## src/rtl/mem_load_unit_if.sv

```systemverilog
// Bundle of the load-request, memory-read and response channels of mem_load_unit.
// The slave modport is the load unit; the master modport is its environment.
interface mem_load_unit_if #(
  parameter int XLEN   = 32,
  parameter int ADDR_W = 32
);
  logic              req_valid;
  logic              req_ready;
  logic [ADDR_W-1:0] req_addr;
  logic [2:0]        req_op;
  logic [4:0]        req_rd;

  logic              mem_req_valid;
  logic              mem_req_ready;
  logic [ADDR_W-1:0] mem_addr;
  logic              mem_rvalid;
  logic [XLEN-1:0]   mem_rdata;

  logic              rsp_valid;
  logic              rsp_ready;
  logic [XLEN-1:0]   rsp_data;
  logic [4:0]        rsp_rd;
  logic              rsp_err;

  modport slave (
    input  req_valid, req_addr, req_op, req_rd,
    input  mem_req_ready, mem_rvalid, mem_rdata,
    input  rsp_ready,
    output req_ready, mem_req_valid, mem_addr,
    output rsp_valid, rsp_data, rsp_rd, rsp_err
  );

  modport master (
    output req_valid, req_addr, req_op, req_rd,
    output mem_req_ready, mem_rvalid, mem_rdata,
    output rsp_ready,
    input  req_ready, mem_req_valid, mem_addr,
    input  rsp_valid, rsp_data, rsp_rd, rsp_err
  );
endinterface

```

## src/rtl/mem_load_unit.sv

```systemverilog
// Sequential load unit: one load at a time, split into up to two aligned word
// reads, then assembled and sign/zero-extended onto a valid/ready response.
module mem_load_unit #(
  parameter int XLEN        = 32,
  parameter int ADDR_W      = 32,
  parameter bit MISALIGN_EN = 1'b1
) (
  input  logic           clk,
  input  logic           rst,
  mem_load_unit_if.slave bus
);
  localparam int NB   = XLEN / 8;
  localparam int OFFW = $clog2(NB);

  typedef enum logic [2:0] {IDLE, REQ0, WAIT0, REQ1, WAIT1, RESP} state_t;

  state_t            state_reg, state_next;
  logic [OFFW-1:0]   off_reg;
  logic [2:0]        op_reg;
  logic              cross_reg;
  logic [ADDR_W-1:0] mem_addr_reg;
  logic [XLEN-1:0]   beat0_reg;
  logic [XLEN-1:0]   rsp_data_reg;
  logic [4:0]        rsp_rd_reg;
  logic              rsp_err_reg;

  logic [4:0]        span_in;
  logic              cross_in, illegal_in, reject_in;

  logic [XLEN-1:0]   asm_b0, asm_b1, keep_mask, sign_mask, asm_low, asm_result;
  logic [2*XLEN-1:0] asm_shift;
  logic              asm_neg;

  // Decode of the incoming request, used only in IDLE.
  always_comb begin
    span_in    = 5'(bus.req_addr[OFFW-1:0]) + (5'd1 << bus.req_op[1:0]);
    cross_in   = span_in > 5'(NB);
    illegal_in = (bus.req_op == 3'b111) ||
                 ((XLEN == 32) && (bus.req_op == 3'b011 || bus.req_op == 3'b110));
    reject_in  = illegal_in || (cross_in && !MISALIGN_EN);
  end

  // The arriving beat is taken straight from the bus so the result is ready on entry to RESP.
  always_comb begin
    asm_b0     = (state_reg == WAIT0) ? bus.mem_rdata : beat0_reg;
    asm_b1     = (state_reg == WAIT1) ? bus.mem_rdata : '0;
    asm_shift  = {asm_b1, asm_b0} >> {off_reg, 3'b000};
    keep_mask  = ~({XLEN{1'b1}} << (7'd8 << op_reg[1:0]));
    sign_mask  = keep_mask & ~(keep_mask >> 1);
    asm_low    = asm_shift[XLEN-1:0] & keep_mask;
    asm_neg    = !op_reg[2] && (|(asm_shift[XLEN-1:0] & sign_mask));
    asm_result = asm_low | (asm_neg ? ~keep_mask : '0);
  end

  always_ff @(posedge clk) begin
    if (rst) begin
      state_reg <= IDLE;
    end else begin
      state_reg <= state_next;
    end
  end

  always_comb begin
    state_next = state_reg;
    case (state_reg)
      IDLE:    if (bus.req_valid)     state_next = reject_in ? RESP : REQ0;
      REQ0:    if (bus.mem_req_ready) state_next = WAIT0;
      WAIT0:   if (bus.mem_rvalid)    state_next = cross_reg ? REQ1 : RESP;
      REQ1:    if (bus.mem_req_ready) state_next = WAIT1;
      WAIT1:   if (bus.mem_rvalid)    state_next = RESP;
      RESP:    if (bus.rsp_ready)     state_next = IDLE;
      default:                        state_next = IDLE;
    endcase
  end

  always_ff @(posedge clk) begin
    if (rst) begin
      off_reg      <= '0;
      op_reg       <= '0;
      cross_reg    <= 1'b0;
      mem_addr_reg <= '0;
      beat0_reg    <= '0;
      rsp_data_reg <= '0;
      rsp_rd_reg   <= '0;
      rsp_err_reg  <= 1'b0;
    end else begin
      case (state_reg)
        IDLE: begin
          if (bus.req_valid) begin
            off_reg      <= bus.req_addr[OFFW-1:0];
            op_reg       <= bus.req_op;
            cross_reg    <= cross_in;
            mem_addr_reg <= {bus.req_addr[ADDR_W-1:OFFW], {OFFW{1'b0}}};
            rsp_rd_reg   <= bus.req_rd;
            rsp_err_reg  <= reject_in;
            rsp_data_reg <= '0;
            beat0_reg    <= '0;
          end
        end
        WAIT0: begin
          if (bus.mem_rvalid) begin
            beat0_reg <= bus.mem_rdata;
            if (cross_reg) begin
              mem_addr_reg <= mem_addr_reg + ADDR_W'(NB);
            end else begin
              rsp_data_reg <= asm_result;
            end
          end
        end
        WAIT1: begin
          if (bus.mem_rvalid) begin
            rsp_data_reg <= asm_result;
          end
        end
        default: ;
      endcase
    end
  end

  assign bus.req_ready     = (state_reg == IDLE) && !rst;
  assign bus.mem_req_valid = (state_reg == REQ0) || (state_reg == REQ1);
  assign bus.mem_addr      = mem_addr_reg;
  assign bus.rsp_valid     = (state_reg == RESP);
  assign bus.rsp_data      = rsp_data_reg;
  assign bus.rsp_rd        = rsp_rd_reg;
  assign bus.rsp_err       = rsp_err_reg;
endmodule

```

## src/flat_wrapper.sv

```systemverilog
// flat-port wrapper written by rule: the top's interface ports become plain ports
module mem_load_unit_flat 
#(
  parameter int XLEN        = 32,
  parameter int ADDR_W      = 32,
  parameter bit MISALIGN_EN = 1'b1
)
  (clk, rst, bus_req_valid, bus_req_addr, bus_req_op, bus_req_rd, bus_mem_req_ready, bus_mem_rvalid, bus_mem_rdata, bus_rsp_ready, bus_req_ready, bus_mem_req_valid, bus_mem_addr, bus_rsp_valid, bus_rsp_data, bus_rsp_rd, bus_rsp_err);
  mem_load_unit_if #(.XLEN(XLEN), .ADDR_W(ADDR_W)) bus_i ();
  input  logic clk;
  input  logic rst;
  input wire logic [$bits(bus_i.req_valid)-1:0] bus_req_valid;
  input wire logic [$bits(bus_i.req_addr)-1:0] bus_req_addr;
  input wire logic [$bits(bus_i.req_op)-1:0] bus_req_op;
  input wire logic [$bits(bus_i.req_rd)-1:0] bus_req_rd;
  input wire logic [$bits(bus_i.mem_req_ready)-1:0] bus_mem_req_ready;
  input wire logic [$bits(bus_i.mem_rvalid)-1:0] bus_mem_rvalid;
  input wire logic [$bits(bus_i.mem_rdata)-1:0] bus_mem_rdata;
  input wire logic [$bits(bus_i.rsp_ready)-1:0] bus_rsp_ready;
  output wire logic [$bits(bus_i.req_ready)-1:0] bus_req_ready;
  output wire logic [$bits(bus_i.mem_req_valid)-1:0] bus_mem_req_valid;
  output wire logic [$bits(bus_i.mem_addr)-1:0] bus_mem_addr;
  output wire logic [$bits(bus_i.rsp_valid)-1:0] bus_rsp_valid;
  output wire logic [$bits(bus_i.rsp_data)-1:0] bus_rsp_data;
  output wire logic [$bits(bus_i.rsp_rd)-1:0] bus_rsp_rd;
  output wire logic [$bits(bus_i.rsp_err)-1:0] bus_rsp_err;
  assign bus_i.req_valid = bus_req_valid;
  assign bus_i.req_addr = bus_req_addr;
  assign bus_i.req_op = bus_req_op;
  assign bus_i.req_rd = bus_req_rd;
  assign bus_i.mem_req_ready = bus_mem_req_ready;
  assign bus_i.mem_rvalid = bus_mem_rvalid;
  assign bus_i.mem_rdata = bus_mem_rdata;
  assign bus_i.rsp_ready = bus_rsp_ready;
  assign bus_req_ready = bus_i.req_ready;
  assign bus_mem_req_valid = bus_i.mem_req_valid;
  assign bus_mem_addr = bus_i.mem_addr;
  assign bus_rsp_valid = bus_i.rsp_valid;
  assign bus_rsp_data = bus_i.rsp_data;
  assign bus_rsp_rd = bus_i.rsp_rd;
  assign bus_rsp_err = bus_i.rsp_err;
  mem_load_unit #(.XLEN(XLEN), .ADDR_W(ADDR_W), .MISALIGN_EN(MISALIGN_EN)) u_core (.clk(clk), .rst(rst), .bus(bus_i));
endmodule
```

## config.mk

```make
export PLATFORM = sky130hd
export DESIGN_NAME = mem_load_unit_flat
export DESIGN_NICKNAME = d
export VERILOG_FILES = /design/src/rtl/mem_load_unit_if.sv /design/src/rtl/mem_load_unit.sv /design/src/flat_wrapper.sv
export SDC_FILE = /design/constraint.sdc
export NUM_CORES = 1
export LEC_CHECK = 0
export BUFFER_PORTS_ARGS = -buffer_cell sky130_fd_sc_hd__buf_4
export CAP_MARGIN = 20
export CORE_MARGIN = 2
export CORE_UTILIZATION = 59
export DETAILED_ROUTE_END_ITERATION = 7
export PLACE_DENSITY = 0.87
export SETUP_SLACK_MARGIN = 0.5
export SLEW_MARGIN = 30
export SYNTH_ARGS = -nofsm -noshare
export SYNTH_HDL_FRONTEND = slang
export SYNTH_SLANG_ARGS = --single-unit
```

## constraint.sdc

```tcl
create_clock -name clk -period 4.5 [get_ports clk]
set_input_delay 0.9 -clock clk [delete_from_list [all_inputs] [get_ports clk]]
set_output_delay 0.9 -clock clk [all_outputs]
set_load 0.1 [all_outputs]
```

==> impl_metrics.json, run 1 <==
{
  "required_ns": 4.75,
  "switching_share_pct": 42.9,
  "area_growth_syn_to_layout_pct": 20.8,
  "path_class": "reg2reg",
  "total_power_mw": 2.90,
  "synth-edff-count": 0,
  "cpMostUsedCell": "a22oi_1",
  "grtUsageTotal_pct": 34.1,
  "power_density_nw_per_um2": 377,
  "critPathCaptureType": "flip-flop",
  "hold_viol_final": 0,
  "io_pins": 151,
  "antennaDiodeCount": 0,
  "clk_latency_ns": 0.39,
  "cp_top_family": "compound AO/OA/AOI/OAI gates",
  "initial_utilization_pct": 61.1,
  "setup_tns_ns": 0,
  "cts_buffers": 9,
  "die_w_um": 108,
  "cp_cell_sequence": "nor3b_4 -> buf_4 -> mux2_2 -> a22oi_1 -> o221ai_1 -> a22oi_1 -> o21ai_1",
  "maxCapViolCount": 0,
  "drt-initial-drc-count": 644,
  "crit_arrival_ns": 3.34,
  "status": "finished, final reports clean",
  "hold_buffers": 0,
  "cp-start-kind": "flip-flop",
  "row_count": 37,
  "rsz0062_at_grt": "false",
  "cts_buffer_depth": 2,
  "ys_seq_area_share_pct": 34.3,
  "cts_tree": "built",
  "antenna_found_initial": 0,
  "cp_max_fo": 58,
  "crit_slowest_cell": "dfxtp_1",
  "grt_pass1_wl_um": 31800,
  "io_buffers": 148,
  "finalMaxSlewViolations": 0,
  "synth_top_flop_cell": "dfxtp_1",
  "dpl_worst_slack_ns": 1.27,
  "hold_depth": 2,
  "ys_seq_elements": 109,
  "period_minus_slack_ns": 3.09,
  "final_net_count": 1003,
  "hold_start": "u_core.bus.rsp_rd[3]",
  "worstRegToRegCells": 7,
  "p_clk_share_pct": 23.2,
  "vias": 6911,
  "coreArea_sq_um": 10400,
  "final_layout_size_suffix_gt1_share_pct": 24.3,
  "grt_pass1_vias": 6574,
  "cts-resized-gates": 0,
  "via_per_inst": 6.51,
  "timing.fmax_mhz": 324,
  "postCtsSetupBuffers": 0,
  "ys_warn_count": 0,
  "tightestPinTransition_ns": 0.951,
  "hold_end": "u_core.bus.rsp_rd[3]",
  "dp_hpwl_um": 14000,
  "finalSetupViolations": 0,
  "relSlewSlack_pct": 36.5,
  "hp-class": "reg2reg",
  "first_pass_iters": 5,
  "wl_um": 19800,
  "root_buffer": "clkbuf_8",
  "grt_max_degree": 59,
  "clk_pin_slew_ns": 0.11,
  "slowest_delay_ns": 0.66,
  "cts.sinks": 109,
  "synthArstFlopShare_pct": 0,
  "comb_power_share_pct": 37.6,
  "netlist.area_leader.share_pct": 34.3,
  "dieArea_sq_um": 11600,
  "wl_per_cell_um": 18.6,
  "period_share_pct": 68.7,
  "leakagePower_nw": 2.83,
  "synth.avg_cell_area_sq_um": 7.73,
  "synth_cell_types": 65,
  "ff2ff_setup_slack_ns": 1.41,
  "drc_errors": 0,
  "ant_nets": 0,
  "worst-path-buf-inv": 1,
  "reg2reg_to": "u_core.bus.rsp_data[28]",
  "die_y_um": 108,
  "grt-ovfl-total": 0,
  "r2r-start": "u_core.state_reg[1]",
  "internal-power_mw": 1.66,
  "finalWorstSetupSlack_ns": 1.41,
  "switching_power_mw": 1.24,
  "place.gp.congestion": 0.952,
  "syn_area_sq_um": 6370,
  "fin_skew_ns": 0.0179,
  "yosys.area.top_type": "dfxtp_1",
  "ir_drop_mv": 0.280,
  "syn_inst": 824,
  "power_frac_seq_pct": 39.1,
  "htreeDepth": 3,
  "synth_area_leaders": "dfxtp_1 (34%), a21oi_1 (8.6%), nand2_1 (8.1%), mux2i_1 (5.2%), o21ai_0 (4.2%)"
}
## power by group through the flow
stage	clock, mW	sequential (mW)	combinational, mW
floorplan	0	1.46	0.493
detailed placement	0	1.15	1.07
global route	0.714	1.14	1.15
finish	0.674	1.13	1.09
CTS	0.678	1.13	1.08
global placement	0	1.15	1.05
## metal layers
metal / GRT usage (%) / part of all wire, %
met4: 13.4 / 2.9
met3: 5.21 / 8.9
met2: 56.1 / 48
met1: 44.8 / 40
met5: 0 / 0
## synth_stat cells, drive strengths merged (7+ instances only)
master	instances
a211oi	16
a21oi	111
a221oi	8
a22oi	21
buf	21
clkbuf	53
dfxtp	109
inv	10
mux2	14
mux2i	33
mux4	8
nand2	139
nand3	50
nand4	7
nor2	55
nor3	9
o21ai	62
o221ai	8
o31ai	13
## per-stage QoR
stage	instances	util, %	instance area [sq um]	hold WS (ns)
6_report	1061	73.8	7690	0.459
5_1_grt	1061	73.8	7690	0.477
4_1_cts	1060	73.7	7670	0.462
3_5_place_dp	1045	71.5	7450	0.443
3_3_place_gp	1045	71.4	7440	0.436
2_1_floorplan	825	-	6380	0.429
## how the worst max path moves through the flow
stage | startpoint | end | slack (ns) | depth (start not counted)
3_3_place_gp | bus_mem_rvalid | u_core.beat0_reg[13] | 1.36 | 8
5_1_grt | u_core.state_reg[1] | u_core.bus.rsp_data[28] | 1.16 | 7
4_1_cts | u_core.state_reg[1] | u_core.bus.rsp_data[28] | 1.47 | 7
6_report | u_core.state_reg[1] | u_core.bus.rsp_data[28] | 1.41 | 7
2_1_floorplan | rst | bus_req_ready | 0.68 | 3
3_5_place_dp | bus_mem_rvalid | u_core.beat0_reg[29] | 1.27 | 8
## cell type report
cell class	instances	area [sq um]
Tap cell	136	170
Multi-Input combinational cell	631	3880
Sequential cell	109	2180
Clock inverter	5	83.8
Clock buffer	10	138
Fill cell	834	2730
Timing Repair Buffer	159	1200
Inverter	11	41.3
## worst register-to-register path: stages (launching register included)
cell,delay (ns)
dfxtp_1,0.66
nor3b_4,0.44
buf_4,0.61
mux2_2,0.43
a22oi_1,0.26
o221ai_1,0.23
a22oi_1,0.24
o21ai_1,0.08
## cell usage in the layout, fill, tap and decap left out, drive strengths merged, types with 3 or more instances in the layout
cell	n
a211oi	16
nand2b	4
o21ai	62
a21o	3
a22oi	21
mux4	8
a221oi	8
o221ai	8
nand2	139
mux2	14
inv	11
nand3	50
o31ai	13
mux2i	33
a31oi	6
ha	3
nand4	7
a221o	3
buf	159
o221a	5
a21oi	111
dfxtp	109
clkbuf	10
nor4	6
nor2	55
and3	6
o32ai	3
nor3	9
or3	4
## cell families (layout without fill, tap and decap cells)
logic type	count (synthesis)	count (layout)	synth area share [%]
XOR/XNOR	1	1	0.138
AO/OA/AOI/OAI	278	278	28.3
adder cells (fa/ha/maj)	4	4	0.904
flip-flops	109	109	34.3
buffers and inverters	85	185	5.50
other	1	2	0.0589
multiplexers	55	55	10.5
AND/OR/NAND/NOR	291	291	20.3
No activity file was read; power rests on OpenSTA's default activity.
==> inputs of run 2 (changes only) <==
--- a/config.mk
+++ b/config.mk
@@ -8,9 +8,9 @@
 export BUFFER_PORTS_ARGS = -buffer_cell sky130_fd_sc_hd__buf_4
 export CAP_MARGIN = 20
 export CORE_MARGIN = 2
-export CORE_UTILIZATION = 59
+export CORE_UTILIZATION = 55
 export DETAILED_ROUTE_END_ITERATION = 7
-export PLACE_DENSITY = 0.87
+export PLACE_DENSITY = 0.82
 export SETUP_SLACK_MARGIN = 0.5
 export SLEW_MARGIN = 30
 export SYNTH_ARGS = -nofsm -noshare
==> constraint.sdc (replaced) <==
create_clock -name clk -period 2.9 [get_ports clk]
set_input_delay 0.58 -clock clk [delete_from_list [all_inputs] [get_ports clk]]
set_output_delay 0.58 -clock clk [all_outputs]
set_load 0.1 [all_outputs]
==> impl_metrics.json, run 2 (synthesis gave the netlist of run 1 again) <==
{
  "status": "finished, final reports clean",
  "rsz0062_at_grt": "true",
  "grt_pass1_vias": 6129,
  "tightestPinTransition_ns": 0.839,
  "p_clk_share_pct": 26.8,
  "grt_max_degree": 84,
  "ir_drop_mv": 0.460,
  "period_share_pct": 79.4,
  "coreArea_sq_um": 11400,
  "final_layout_size_suffix_gt1_share_pct": 28.1,
  "final_common_cell": "buf_4",
  "cts.sinks": 109,
  "io_pins": 151,
  "place.gp.congestion": 0.948,
  "drt-initial-drc-count": 711,
  "ant_nets": 0,
  "grt_pass1_wl_um": 30700,
  "crit_arrival_ns": 2.55,
  "switching_power_mw": 2.00,
  "htreeDepth": 3,
  "internal-power_mw": 2.81,
  "relSlewSlack_pct": 44.0,
  "setup_tns_ns": 0,
  "row_count": 39,
  "die_w_um": 112,
  "hold_viol_final": 0,
  "ff2ff_setup_slack_ns": 0.60,
  "vias": 6818,
  "fin_util_pct": 70.4,
  "antennaDiodeCount": 0,
  "wl_um": 19800,
  "cts_tree": "built",
  "via_per_inst": 6.27,
  "fin_skew_ns": 0.00847,
  "dp_hpwl_um": 13200,
  "power_frac_seq_pct": 36.2,
  "grtUsageTotal_pct": 30.0,
  "root_buffer": "clkbuf_16",
  "first_pass_iters": 5,
  "drc_errors": 0,
  "clk_pin_slew_ns": 0.08,
  "path_class": "reg2reg",
  "finalMaxSlewViolations": 0,
  "final_net_count": 1022,
  "required_ns": 3.15,
  "maxCapViolCount": 0,
  "critPathCaptureType": "flip-flop",
  "wl_per_cell_um": 18.2,
  "hp-class": "reg2reg",
  "period_minus_slack_ns": 2.30,
  "finalSetupViolations": 0,
  "antenna_found_initial": 0,
  "leakagePower_nw": 2.99,
  "hold_buffers": 0,
  "final_cell_mix": "buf_4 (174), nand2_1 (138), a21oi_1 (109)",
  "clk_latency_ns": 0.37,
  "power_density_nw_per_um2": 601,
  "dieArea_sq_um": 12500,
  "grt-ovfl-total": 0,
  "cts_buffer_depth": 2,
  "cts_buffers": 9,
  "die_y_um": 112,
  "comb_power_share_pct": 37.0,
  "io_buffers": 148,
  "initial_utilization_pct": 56.0,
  "cp-start-kind": "flip-flop",
  "cp_max_fo": 21,
  "timing.fmax_mhz": 434,
  "area_growth_syn_to_layout_pct": 25.8,
  "switching_share_pct": 41.5
}
run 2: cell count changes in the layout (fill, tap and decap cells not counted), moves of 9 or more:
cell / delta
dfxtp_2: +19
buf_4: +16
clkbuf_8: -9
dfxtp_1: -21
clkbuf_16: +10
run 2: metal layers:
metal,up-vias,wire (um),global-route usage (%)
met3,51,1590,6.70
met1,3182,8200,39.6
li1,3236,-,-
met4,0,641,12.2
met5,-,0,0
met2,349,9360,48.0
run 2: path summary, 6_finish.rpt:
kind	startpoint	to	cells past startpoint
setup / recovery	u_core.state_reg[0]	u_core.bus.rsp_data[28]	7
hold / removal	u_core.beat0_reg[11]	u_core.beat0_reg[11]	2
setup reg to reg	u_core.state_reg[0]	u_core.bus.rsp_data[28]	7
hold reg to reg	u_core.beat0_reg[11]	u_core.beat0_reg[11]	2
run 2: metrics by stage:
| stage | hold WS (ns) | instances | worst slack (ns) | total power, mW | area, sq um |
|---|---|---|---|---|---|
| 2_1_floorplan | 0.429 | 825 | 0.0848 | 3.05 | 6420 |
| 3_3_place_gp | 0.437 | 1067 | 0.312 | 3.49 | 7620 |
| 3_5_place_dp | 0.443 | 1067 | 0.440 | 3.50 | 7620 |
| 4_1_cts | 0.452 | 1083 | 0.490 | 4.77 | 7930 |
| 5_1_grt | 0.465 | 1088 | 0.482 | 4.99 | 8010 |
| 6_report | 0.454 | 1088 | 0.597 | 4.81 | 8010 |
run 2: power by group through the flow:
stage | combinational, mW | clock [mW] | sequential (mW)
final | 1.78 | 1.29 | 1.74
after global routing | 1.88 | 1.36 | 1.76
after CTS | 1.74 | 1.30 | 1.73
after detailed placement | 1.73 | 0 | 1.77
after global placement | 1.72 | 0 | 1.77
after floorplan | 0.769 | 0 | 2.28
run 2: timing repair:
| item | CTS | global route |
|---|---|---|
| setup endpoints to repair | 6 | 21 |
| resized for setup | 1 | 8 |
| buffers inserted | 0 | 3 |
| cloned | 0 | 2 |
run 2: critical path, stage by stage (launching register included):
cell	delay, ns
dfxtp_1	0.37
nor3b_4	0.32
clkbuf_16	0.27
mux2_2	0.35
a22oi_1	0.30
o221ai_1	0.23
a22oi_1	0.25
o21ai_1	0.09
run 2: final cells by class:
cell class	instances	area, sq um
clock buffer	12	246
clock inverter	4	56.3
fill	948	3360
inverter	11	41.3
multi-input combinational	631	3900
sequential	109	2210
tap	143	179
timing repair buffer	178	1370
